File: src/rtl/fir_coef_loader_if.sv
// Coefficient loader bus: control handshake, ROM read port, RAM write port.
// master = loader side, slave = surrounding datapath / memories.
interface fir_coef_loader_if #(
  parameter int ADDR_W = 7,
  parameter int DATA_W = 16,
  parameter int BANK_W = 2
);
  logic                     start;
  logic [BANK_W-1:0]        bank_sel;
  logic                     rom_en;
  logic [BANK_W+ADDR_W-1:0] rom_addr;
  logic [DATA_W-1:0]        rom_data;
  logic                     ram_we;
  logic [ADDR_W-1:0]        ram_addr;
  logic [DATA_W-1:0]        ram_data;
  logic                     busy;
  logic                     done;
  logic                     ready;
  logic                     err;
  logic [BANK_W-1:0]        loaded_bank;
  logic [DATA_W-1:0]        checksum;

  modport master (
    input  start, bank_sel, rom_data,
    output rom_en, rom_addr, ram_we, ram_addr, ram_data,
    output busy, done, ready, err, loaded_bank, checksum
  );

  modport slave (
    output start, bank_sel, rom_data,
    input  rom_en, rom_addr, ram_we, ram_addr, ram_data,
    input  busy, done, ready, err, loaded_bank, checksum
  );
endinterface

File: src/rtl/fir_coef_loader.sv
// Copies one ROM coefficient bank into the FIR coefficient RAM, then raises ready.
// Optional FIR_COEF_CHECKSUM_EN builds a running sum of the written words.
module fir_coef_loader #(
  parameter int NUM_COEF  = 62,
  parameter int ADDR_W    = 7,
  parameter int DATA_W    = 16,
  parameter int NUM_BANKS = 4,
  parameter int BANK_W    = 2,
  parameter int ROM_LAT   = 1
) (
  input logic clk,
  input logic reset,
  fir_coef_loader_if.master bus
);

  typedef enum logic [2:0] {
    IDLE, READ, WAIT, CAPT, WRITE, DONE
  } state_t;

  localparam logic [ADDR_W-1:0] LAST =
    ADDR_W'(NUM_COEF - 1);
  localparam logic [1:0] WAIT_INIT =
    2'((ROM_LAT > 1) ? ROM_LAT - 2 : 0);

  state_t state, state_nx;

  logic [BANK_W-1:0] bank;
  logic [ADDR_W-1:0] idx;
  logic [1:0]        wcnt;
  logic [DATA_W-1:0] data_q;
  logic              ready_q;
  logic [BANK_W-1:0] lb_q;

  logic bank_ok;
  logic accept;
  logic reject;
  logic rom_en;
  logic ram_we;
  logic busy;
  logic done;
  logic addr_on;

  assign bank_ok =
    32'(bus.bank_sel) < 32'(NUM_BANKS);

  always_ff @(posedge clk) begin
    if (reset) state <= IDLE;
    else       state <= state_nx;
  end

  always_comb begin
    state_nx = state;
    accept   = 1'b0;
    reject   = 1'b0;
    rom_en   = 1'b0;
    ram_we   = 1'b0;
    busy     = 1'b1;
    done     = 1'b0;
    addr_on  = 1'b1;
    unique case (state)
      IDLE: begin
        busy    = 1'b0;
        addr_on = 1'b0;
        if (bus.start) begin
          if (bank_ok) begin
            accept   = 1'b1;
            state_nx = READ;
          end else begin
            reject = 1'b1;
          end
        end
      end
      READ: begin
        rom_en   = 1'b1;
        state_nx = (ROM_LAT > 1) ? WAIT : CAPT;
      end
      WAIT: begin
        if (wcnt == 2'd0) state_nx = CAPT;
      end
      CAPT: begin
        state_nx = WRITE;
      end
      WRITE: begin
        ram_we   = 1'b1;
        state_nx = (idx == LAST) ? DONE : READ;
      end
      DONE: begin
        done     = 1'b1;
        addr_on  = 1'b0;
        state_nx = IDLE;
      end
      default: begin
        addr_on  = 1'b0;
        state_nx = IDLE;
      end
    endcase
  end

  // ready is cleared on acceptance so a partial load is never exposed
  always_ff @(posedge clk) begin
    if (reset) begin
      bank    <= '0;
      idx     <= '0;
      wcnt    <= '0;
      data_q  <= '0;
      ready_q <= 1'b0;
      lb_q    <= '0;
    end else begin
      if (accept) begin
        bank    <= bus.bank_sel;
        idx     <= '0;
        ready_q <= 1'b0;
      end
      if (state == READ) wcnt <= WAIT_INIT;
      if (state == WAIT && wcnt != 2'd0)
        wcnt <= wcnt - 2'd1;
      if (state == CAPT) data_q <= bus.rom_data;
      if (state == WRITE && idx != LAST)
        idx <= idx + 1'b1;
      if (state == DONE) begin
        ready_q <= 1'b1;
        lb_q    <= bank;
      end
    end
  end

`ifdef FIR_COEF_CHECKSUM_EN
  logic [DATA_W-1:0] csum;

  always_ff @(posedge clk) begin
    if (reset)       csum <= '0;
    else if (accept) csum <= '0;
    else if (ram_we) csum <= csum + data_q;
  end

  assign bus.checksum = csum;
`else
  assign bus.checksum = '0;
`endif

  assign bus.rom_en      = rom_en;
  assign bus.rom_addr    = addr_on ? {bank, idx} : '0;
  assign bus.ram_we      = ram_we;
  assign bus.ram_addr    = addr_on ? idx : '0;
  assign bus.ram_data    = data_q;
  assign bus.busy        = busy;
  assign bus.done        = done;
  assign bus.ready       = ready_q;
  assign bus.err         = reject & ~reset;
  assign bus.loaded_bank = lb_q;

endmodule

File: src/flat_wrapper.sv
// flat-port wrapper written by rule: the top's interface ports become plain ports
module fir_coef_loader_flat 
#(
  parameter int NUM_COEF  = 62,
  parameter int ADDR_W    = 7,
  parameter int DATA_W    = 16,
  parameter int NUM_BANKS = 4,
  parameter int BANK_W    = 2,
  parameter int ROM_LAT   = 1
)
  (clk, reset, bus_start, bus_bank_sel, bus_rom_data, bus_rom_en, bus_rom_addr, bus_ram_we, bus_ram_addr, bus_ram_data, bus_busy, bus_done, bus_ready, bus_err, bus_loaded_bank, bus_checksum);
  fir_coef_loader_if #(.ADDR_W(ADDR_W), .DATA_W(DATA_W), .BANK_W(BANK_W)) bus_i ();
  input logic clk;
  input logic reset;
  input wire logic [$bits(bus_i.start)-1:0] bus_start;
  input wire logic [$bits(bus_i.bank_sel)-1:0] bus_bank_sel;
  input wire logic [$bits(bus_i.rom_data)-1:0] bus_rom_data;
  output wire logic [$bits(bus_i.rom_en)-1:0] bus_rom_en;
  output wire logic [$bits(bus_i.rom_addr)-1:0] bus_rom_addr;
  output wire logic [$bits(bus_i.ram_we)-1:0] bus_ram_we;
  output wire logic [$bits(bus_i.ram_addr)-1:0] bus_ram_addr;
  output wire logic [$bits(bus_i.ram_data)-1:0] bus_ram_data;
  output wire logic [$bits(bus_i.busy)-1:0] bus_busy;
  output wire logic [$bits(bus_i.done)-1:0] bus_done;
  output wire logic [$bits(bus_i.ready)-1:0] bus_ready;
  output wire logic [$bits(bus_i.err)-1:0] bus_err;
  output wire logic [$bits(bus_i.loaded_bank)-1:0] bus_loaded_bank;
  output wire logic [$bits(bus_i.checksum)-1:0] bus_checksum;
  assign bus_i.start = bus_start;
  assign bus_i.bank_sel = bus_bank_sel;
  assign bus_i.rom_data = bus_rom_data;
  assign bus_rom_en = bus_i.rom_en;
  assign bus_rom_addr = bus_i.rom_addr;
  assign bus_ram_we = bus_i.ram_we;
  assign bus_ram_addr = bus_i.ram_addr;
  assign bus_ram_data = bus_i.ram_data;
  assign bus_busy = bus_i.busy;
  assign bus_done = bus_i.done;
  assign bus_ready = bus_i.ready;
  assign bus_err = bus_i.err;
  assign bus_loaded_bank = bus_i.loaded_bank;
  assign bus_checksum = bus_i.checksum;
  fir_coef_loader #(.NUM_COEF(NUM_COEF), .ADDR_W(ADDR_W), .DATA_W(DATA_W), .NUM_BANKS(NUM_BANKS), .BANK_W(BANK_W), .ROM_LAT(ROM_LAT)) u_core (.clk(clk), .reset(reset), .bus(bus_i));
endmodule
File: config.mk
export PLATFORM = sky130hd
export DESIGN_NAME = fir_coef_loader_flat
export DESIGN_NICKNAME = d
export VERILOG_FILES = /design/src/rtl/fir_coef_loader_if.sv /design/src/rtl/fir_coef_loader.sv /design/src/flat_wrapper.sv
export SDC_FILE = /design/constraint.sdc
export NUM_CORES = 1
export LEC_CHECK = 0
export BUFFER_PORTS_ARGS = -buffer_cell sky130_fd_sc_hd__buf_2
export CAP_MARGIN = 10
export CORE_AREA = 8 8 67 69
export CTS_CLUSTER_DIAMETER = 60
export CTS_CLUSTER_SIZE = 14
export DETAILED_ROUTE_END_ITERATION = 8
export DIE_AREA = 0 0 75 77
export GPL_TIMING_DRIVEN = 0
export PLACE_DENSITY_LB_ADDON = 0.12
export SETUP_SLACK_MARGIN = 0.02
export SKIP_LAST_GASP = 1
export SYNTH_ARGS = -nofsm -noshare
export SYNTH_HDL_FRONTEND = slang
export SYNTH_SLANG_ARGS = --single-unit
File: constraint.sdc
create_clock -name clk -period 2.5 [get_ports clk]
set_input_delay 0.5 -clock clk [delete_from_list [all_inputs] [get_ports clk]]
set_output_delay 0.5 -clock clk [all_outputs]
set_load 0.005 [all_outputs]
Yosys cells after proc, flatten, opt, wreduce, memory -nomap -nowiden
Cells that the tools add are included.
{"block": "word_totals", "regBits": 33, "inputBits": 21, "output_inout_bits": 56, "word_cells": 47}
{"block": "op_classes", "addsub": 2, "eq_ne": 9, "mux": 19, "reduce_logical": 10}
{"op": "2-to-1 mux 7 bit", "count": 3}
{"op": "one-hot mux 3 bit (5 select lines)", "count": 1}
{"op": "2-to-1 mux 1 bit", "count": 9}
{"op": "2-to-1 mux 3 bit", "count": 3}
{"op": "2-to-1 mux 9 bit", "count": 1}
{"op": "nonzero test 2 bit", "count": 4}
{"op": "adder 7 x 1 -> 7 bit (second input constant)", "count": 1}
{"op": "equality test 7 x 6 -> 1 bit (second input constant)", "count": 1}
{"op": "!= test 7 x 6 -> 1 bit (second input constant)", "count": 1}
{"op": "equality test 3 x 2 -> 1 bit (second input constant)", "count": 2}
{"op": "equality test 3 bit (second input constant)", "count": 2}
{"op": "2-to-1 mux 2 bit", "count": 2}
{"op": "OR reduction 4 bit", "count": 1}
{"op": "equality test 3 x 1 -> 1 bit (second input constant)", "count": 1}
{"op": "zero test 3 bit", "count": 1}
{"op": "logical AND 1 bit", "count": 2}
{"op": "zero test 2 bit", "count": 1}
{"op": "!= test 2 x 1 -> 1 bit (second input constant)", "count": 1}
{"op": "!= test 2 bit (second input constant)", "count": 1}
{"op": "AND reduction 2 bit", "count": 1}
{"op": "subtractor 2 x 1 -> 2 bit (second input constant)", "count": 1}

Longest topological paths before layout
Gate-level depths: netlist (run 1).
{"block": "depth", "word_depth": 4, "mapped_depth": 6, "depth_no_buf": 6}

Worst setup path before layout (run 1)
Ideal clock, no wire load.
{"block": "synth_path", "kind": "reg2out", "start": "register u_core.state[1]", "end": "output port bus_rom_addr[0]", "arrival_time_ns": 1.252, "required_ns": 2.000, "path_slack_ns": 0.748, "stages_incl_launch_ff": 5, "path_buffers": 2, "path_cell_list": "dfxtp_1 > clkbuf_1 > o21ai_0 > and3_1 > buf_4"}
{"block": "synth_via", "elab_chain_cells": 4, "elab_cells_between_ends": 7, "classes_between": "eq/ne: 4; mux: 2; reduce/logical: 1"}
{"item": "from (decl)", "line": "fir_coef_loader.sv:25", "source": "state_t state, state_nx;"}
{"item": "from (signal assigned)", "line": "fir_coef_loader.sv:48", "source": "else state <= state_nx;"}
{"item": "equality test 3 bit (tied with other cells)", "line": "fir_coef_loader.sv:60", "source": "unique case (state)"}
{"item": "OR reduction 4 bit (no line) *"}
{"item": "2-to-1 mux 1 bit *", "line": "fir_coef_loader.sv:60"}
{"item": "2-to-1 mux 9 bit *", "line": "fir_coef_loader.sv:142", "source": "assign bus.rom_addr = addr_on ? {bank, idx} : '0;"}
{"item": "to (decl)", "line": "flat_wrapper.sv:19", "source": "output wire logic [$bits(bus_i.rom_addr)-1:0] bus_rom_addr;"}
Mark *: on every way between the ends. The rest lies on a longest branch, timed or not.

Worst setup path after layout (run 1)
{"block": "layout_path", "start": "register u_core.state[1]", "end": "output port bus_rom_addr[6]"}
Same word-level chain as after synthesis.

==> flow_summary_export.csv, run 1 <==
group,metric,value,unit
yosys,ys_seq_area_share,39.67,%
global_routing,grt_overflow,0,
layout,finalNetCount,316,
yosys,synth_edf_count,0,
drt,drc,0,
global_routing,grt_pass1_wl,6320,um
flow_run,cap_violations,0,
status,status,"finished, final reports clean",
critical_path,critical_path.top_delay_family,"buffers and inverters",
placed_design,place_congestion,0.8106,
critical_path,path_class,"reg2out",
critical_path,cp.required,2.00,ns
yosys,yosysWarnings,0,
layout,antennaDiodeCount,0,
yosys,netlist_area,0.001665,mm2
layout,design_area,0.002171,mm2
critical_path,rrSetupSlack,0.86,ns
timing,fin_setup_tns,0,ns
drt,met1_length,1656,um
die,dieHeight,77,um
clock_network,postCtsSetupBuffers,0,
critical_path,critPathBufInv,3,
critical_path,max_stage_delay,0.38,ns
yosys,avgSynthCellArea,7.930,um2
clock_network,cts_buffer_depth,2,
global_routing,track_usage,13.59,%
layout,multiInputGateArea,819.5,um2
critical_path,worstPathArrival,1.72,ns
global_routing,grt_max_degree,11,
layout,n_fill_cell,338,
worst_hold_path,worstHoldPathType,"in2reg",
clock_network,cts.sinks,33,
drt,ant_nets,0,
timing,maxSlewViolCount,0,
drt,wl_per_cell,11.63,um
clock_network,cts_buffers,5,
clock_network,worstSkewPairLatency,0.33,ns
drt,highest-signal-layer,"met4",
yosys,synth_top_area_share,39.67,%
drt,wl_met3,376,um
yosys,syn_inst,210,
layout,syn2layout_area_growth,30.35,%
placed_design,placed_area,0.002081,mm2
die,core,0.003496,mm2
critical_path,cpMaxStageDelayCell,"dfxtp_1",
clock_network,cts_tree,"done",
global_routing,grt_pass1_vias,1368,
timing,post-route-period-util,88.85,%
die,die_w,75,um
layout,utilization,62.10,%
layout,drive_above_1_share,33.79,%
die,die_area,0.005775,mm2
pwr,power_density,582.5,mW/mm2
clock_network,htreeDepth,2,
critical_path,cp-end-kind,"output pin",
yosys,synth_seq_cells,33,
die,ios,77,
yosys,synth_flop_cell,"dfxtp_1",
drt,vias_per_cell,4.633,
global_routing,antenna_found_initial,0,
critical_path,worst-path-max-fanout,10,
yosys,synthArstFlopShare,0,%
timing,rsz0062_at_grt,"false",
timing,hold_violations,0,
pwr,ir_drop,0.3085,mV
layout,register_area,660.6,um2
placed_design,port_buffers,59,
timing,fmax,450.2,MHz
drt,drtIter0Drc,131,
timing,period_needed,2.221,ns
yosys,synth_cell_types,42,
clock_network,hold_buffers,0,
clock_network,clk_pin_slew,0.10,ns
clock_network,cts_root_buffer,"clkbuf_4",
drt,routed_wl,3965,um
pwr,p_leak,1.128,nW
critical_path,crit_path_start_kind,"flip-flop",
placed_design,hpwl,3046,um
die,start_util,47.64,%
drt,dr.pass1.iters,4,
yosys,synth_area_leaders,"dfxtp_1 40%, buf_4 11%, nand2_1 9.7%",
die,num_rows,22,
timing,setup_viol,0,
drt,dr_wl_met2,1887,um
critical_path,path_cells,"clkbuf_1 > o21ai_2 > and3_1 > buf_4 > buf_2",
timing,fin_skew,0.006785,ns
drt,vias,1580,
yosys,synth_top_cell_by_area,"dfxtp_1",
==> routing by layer <==
| layer | vias up | track usage (%) |
|---|---|---|
| li1 | 834 | - |
| met1 | 688 | 15.75 |
| met2 | 54 | 21.97 |
| met3 | 4 | 5.332 |
| met4 | 0 | 4.118 |
| met5 | - | 0 |
==> report_power, final <==
group / switching [W] / internal [W] / total [W]
registers: 0.0000226 / 0.000558 / 0.000581
logic: 0.000154 / 0.000114 / 0.000267
clock network: 0.000178 / 0.000239 / 0.000417
total: 0.000354 / 0.000910 / 0.00126
==> final timing paths <==
check,from,endpoint,cells after the start
setup reg to reg,u_core.idx[1],u_core.idx[1],6
hold reg to reg,u_core.bus.ram_data[10],u_core.bus.ram_data[10],2
setup / recovery,u_core.state[1],bus_rom_addr[6],5
hold / removal,bus_rom_data[10],u_core.bus.ram_data[10],3
==> tightest hold or removal path, delay by kind of cell <==
family	cells	cell delay, ns
buffers and inverters	1	0.09
and+or+nand+nor	1	0.05
AOI/OAI and AO/OA	1	0.05
==> area by class of cell <==
class / count / area share [%]
Buffer: 35 / 10.32
Clock buffer: 7 / 2.536
Clock inverter: 1 / 1.383
Inverter: 7 / 1.210
Multi-Input combinational cell: 151 / 37.75
Sequential cell: 33 / 30.43
Tap cell: 48 / 2.767
Timing Repair Buffer: 59 / 13.60
==> per-stage QoR <==
step,cells,hold slack (ns),total power (W),worst slack [ns]
CTS,341,0.3778,0.001277,0.1109
global placement,333,0.4388,0.0008562,0.2989
global route,341,0.3639,0.001335,0.1205
finish,341,0.3915,0.001264,0.2788
floorplan,226,0.4527,0.0007669,0.7477
detailed placement,333,0.4436,0.0008584,0.2764
==> cell usage after synthesis (2+ instances only) <==
library cell and instances:
ha_1 3, clkbuf_1 10, buf_4 24, a22oi_1 2
dfxtp_1 33, and3_1 13, nor3_1 2, nand2_1 43
nand4_1 2, nor2_1 13, nand3_1 5, nor3b_1 2
o32ai_1 2, mux2i_1 4, inv_1 6, a21oi_1 20
==> registers in the layout, summed over array words and instances (netlist names) <==
| signal | cells |
|---|---|
| u_core.state | 3 |
| u_core.bank | 2 |
| u_core.bus.ram_data | 16 |
| u_core.bus.loaded_bank | 2 |
| u_core.wcnt | 2 |
| u_core.bus.ready | 1 |
| u_core.idx | 7 |
==> cell families after synthesis <==
family | share of synthesized area [%]
AO/OA/AOI/OAI | 14.35
multiplexers | 3.080
XOR/XNOR | 0.5260
AND/OR/NAND/NOR | 24.94
flip-flops | 39.67
buffers and inverters | 14.95
other | 0.2252
adder cells (fa/ha/maj) | 2.254
==> cells in the final DEF (no fill, tap or decap), drive strengths merged, types with 2 or more instances in the layout <==
cell type and instances:
nand2 43, and3 13, nand4 2, nor3 2, nand3 5, nor3b 2
inv 7, dfxtp 33, conb 17, a21oi 20, a22oi 2, buf 84
clkbuf 17, mux2i 4, o32ai 2, ha 3, nor2 13
==> repair_timing <==
item	in CTS	in global routing
resized for setup	1	3
endpoints found under the setup margin	15	7
hold endpoints to repair	0	0
Power figures use the tool's default switching activity.
==> run 2, diff against run 1 <==
Settings changed: CORE_AREA 8 8 67 69 to 8 8 91 52, DIE_AREA 0 0 75 77 to 0 0 99 60, SKIP_LAST_GASP 1 to default.
==> run 2 against run 1 <==
  * Die area increased by 2.9%
  * Largest cell class unchanged
  * Combinational power is essentially flat
  * Clock power decreased by 13%
  * First-iteration DRC count fell by 49%
==> flow_summary_export.csv, run 2 (synthesis results as in run 1) <==
group,metric,value,unit
critical_path,crit_end,"bus_rom_addr[1]",
timing,setup_viol,0,
clock_network,hold_buffers,0,
timing,maxSlewViolCount,0,
flow_run,cap_violations,0,
placed_design,placed_area,0.002077,mm2
placed_design,place_congestion,0.8182,
pwr,swShare,29.44,%
layout,antennaDiodeCount,0,
clock_network,clk_pin_slew,0.07,ns
pwr,p_clk_share,29.8,%
critical_path,rrSetupSlack,0.83,ns
clock_network,cts_root_buffer,"clkbuf_8",
critical_path,path_class,"reg2out",
pwr,netSwitchingPower,0.0003566,W
pwr,power_density,563.2,mW/mm2
critical_path,reg2regPathDepth,6,
placed_design,hpwl,3363,um
critical_path,crit_path_start_kind,"flip-flop",
layout,final_cell_mix,"60 x buf_2, 43 x nand2_1, 33 x dfxtp_1",
clock_network,postCtsSetupBuffers,0,
worst_hold_path,worstHoldPathType,"in2reg",
timing,fin_setup_tns,0,ns
drt,ant_nets,0,
status,status,"finished, final reports clean",
clock_network,htreeDepth,2,
global_routing,grt_max_degree,11,
clock_network,cts_buffers,5,
clock_network,cts_tree,"done",
critical_path,reg2reg_from,"u_core.idx[1]",
die,die_area,0.005940,mm2
global_routing,antenna_found_initial,0,
worst_hold_path,hold_start,"bus_bank_sel[0]",
placed_design,port_buffers,59,
clock_network,cts_buffer_depth,2,
critical_path,cp.required,2.00,ns
timing,fmax,435.1,MHz
layout,utilization,60.02,%
die,start_util,46.47,%
pwr,combPwrFrac,22.3,%
drt,routed_wl,4247,um
critical_path,cp-end-kind,"output pin",
drt,vias_per_cell,4.744,
timing,worst_pin_slew,0.5215,ns
drt,drc,0,
layout,drive_above_1_share,32.99,%
clock_network,cts.sinks,33,
die,dieHeight,60,um
layout,layout_commonest_cell,"buf_2",
die,die_w,99,um
pwr,p_leak,1.118,nW
drt,vias,1594,
global_routing,grt_pass1_vias,1354,
timing,period_needed,2.298,ns
drt,drtIter0Drc,67,
timing,post-route-period-util,91.92,%
timing,relSlewSlack,65.00,%
die,ios,77,
pwr,ir_drop,0.2944,mV
pwr,power,0.001211,W
critical_path,worst-path-max-fanout,10,
clock_network,worstSkewPairLatency,0.28,ns
die,num_rows,16,
critical_path,startpoint,"u_core.state[2]",
die,core,0.003583,mm2
drt,wl_per_cell,12.64,um
pwr,p_int,0.0008546,W
layout,largest_reg_flops,16,
critical_path,worstPathArrival,1.80,ns
pwr,power_frac_seq,47.9,%
timing,fin_skew,0.008291,ns
critical_path,timing.rr.end,"u_core.idx[2]",
layout,finalNetCount,316,
timing,hold_violations,0,
layout,n_fill_cell,332,
layout,syn2layout_area_growth,29.15,%
clock_network,ctsResizeCount,1,
timing,rsz0062_at_grt,"false",
drt,dr.pass1.iters,4,
global_routing,track_usage,14.30,%
global_routing,grt_pass1_wl,6686,um
layout,design_area,0.002151,mm2
global_routing,grt_overflow,0,
-- run 2: metrics by stage --
step / instances / hold WS [ns] / setup WS, ns
3_5_place_dp: 330 / 0.4448 / 0.2935
3_3_place_gp: 330 / 0.4406 / 0.3241
5_1_grt: 336 / 0.4452 / 0.02548
2_1_floorplan: 226 / 0.4527 / 0.7477
4_1_cts: 336 / 0.4423 / 0.1932
6_report: 336 / 0.4464 / 0.2019
-- run 2: power by group through the flow --
stage          Combinational [W]  Clock (W)  Sequential, W
2_1_floorplan           0.000176          0       0.000591
3_3_place_gp            0.000267          0       0.000591
3_5_place_dp            0.000269          0       0.000591
4_1_cts                 0.000270   0.000374       0.000580
5_1_grt                 0.000309   0.000402       0.000584
6_report                0.000270   0.000361       0.000580
-- run 2: worst min path at each step --
stage	depth (start not counted)	endpoint
after floorplan	2	u_core.bus.ram_data[0]
final	3	u_core.bank[0]
after detailed placement	2	u_core.bus.ram_data[3]
after global routing	3	u_core.bus.ram_data[0]
after global placement	2	u_core.bus.ram_data[15]
after CTS	3	u_core.bank[0]
-- run 2: final cells by class --
class	instances	area (um2)	area share [%]
clock buffers	5	68.82	3.200
inverters	7	26.28	1.222
flip-flops and latches	33	660.6	30.72
plain buffers	35	222.7	10.35
multi-input cells	151	815.8	37.93
well taps	45	56.30	2.618
clock inverters	1	5.005	0.2327
repair buffers	59	295.3	13.73
-- run 2: routing by layer --
metal,vias to the layer above,global-route usage [%],part of all wire (%)
met5,-,0,0
met4,0,5.184,0.85
met1,702,19.35,48
met2,55,19.08,41
met3,5,6.388,10
li1,832,-,-
-- run 2: critical path: stages, from the launching register on --
cell and delay (ns):
dfxtp_1 0.36, clkbuf_1 0.34, o21ai_1 0.30, and3_1 0.27, buf_4 0.12, buf_2 0.12
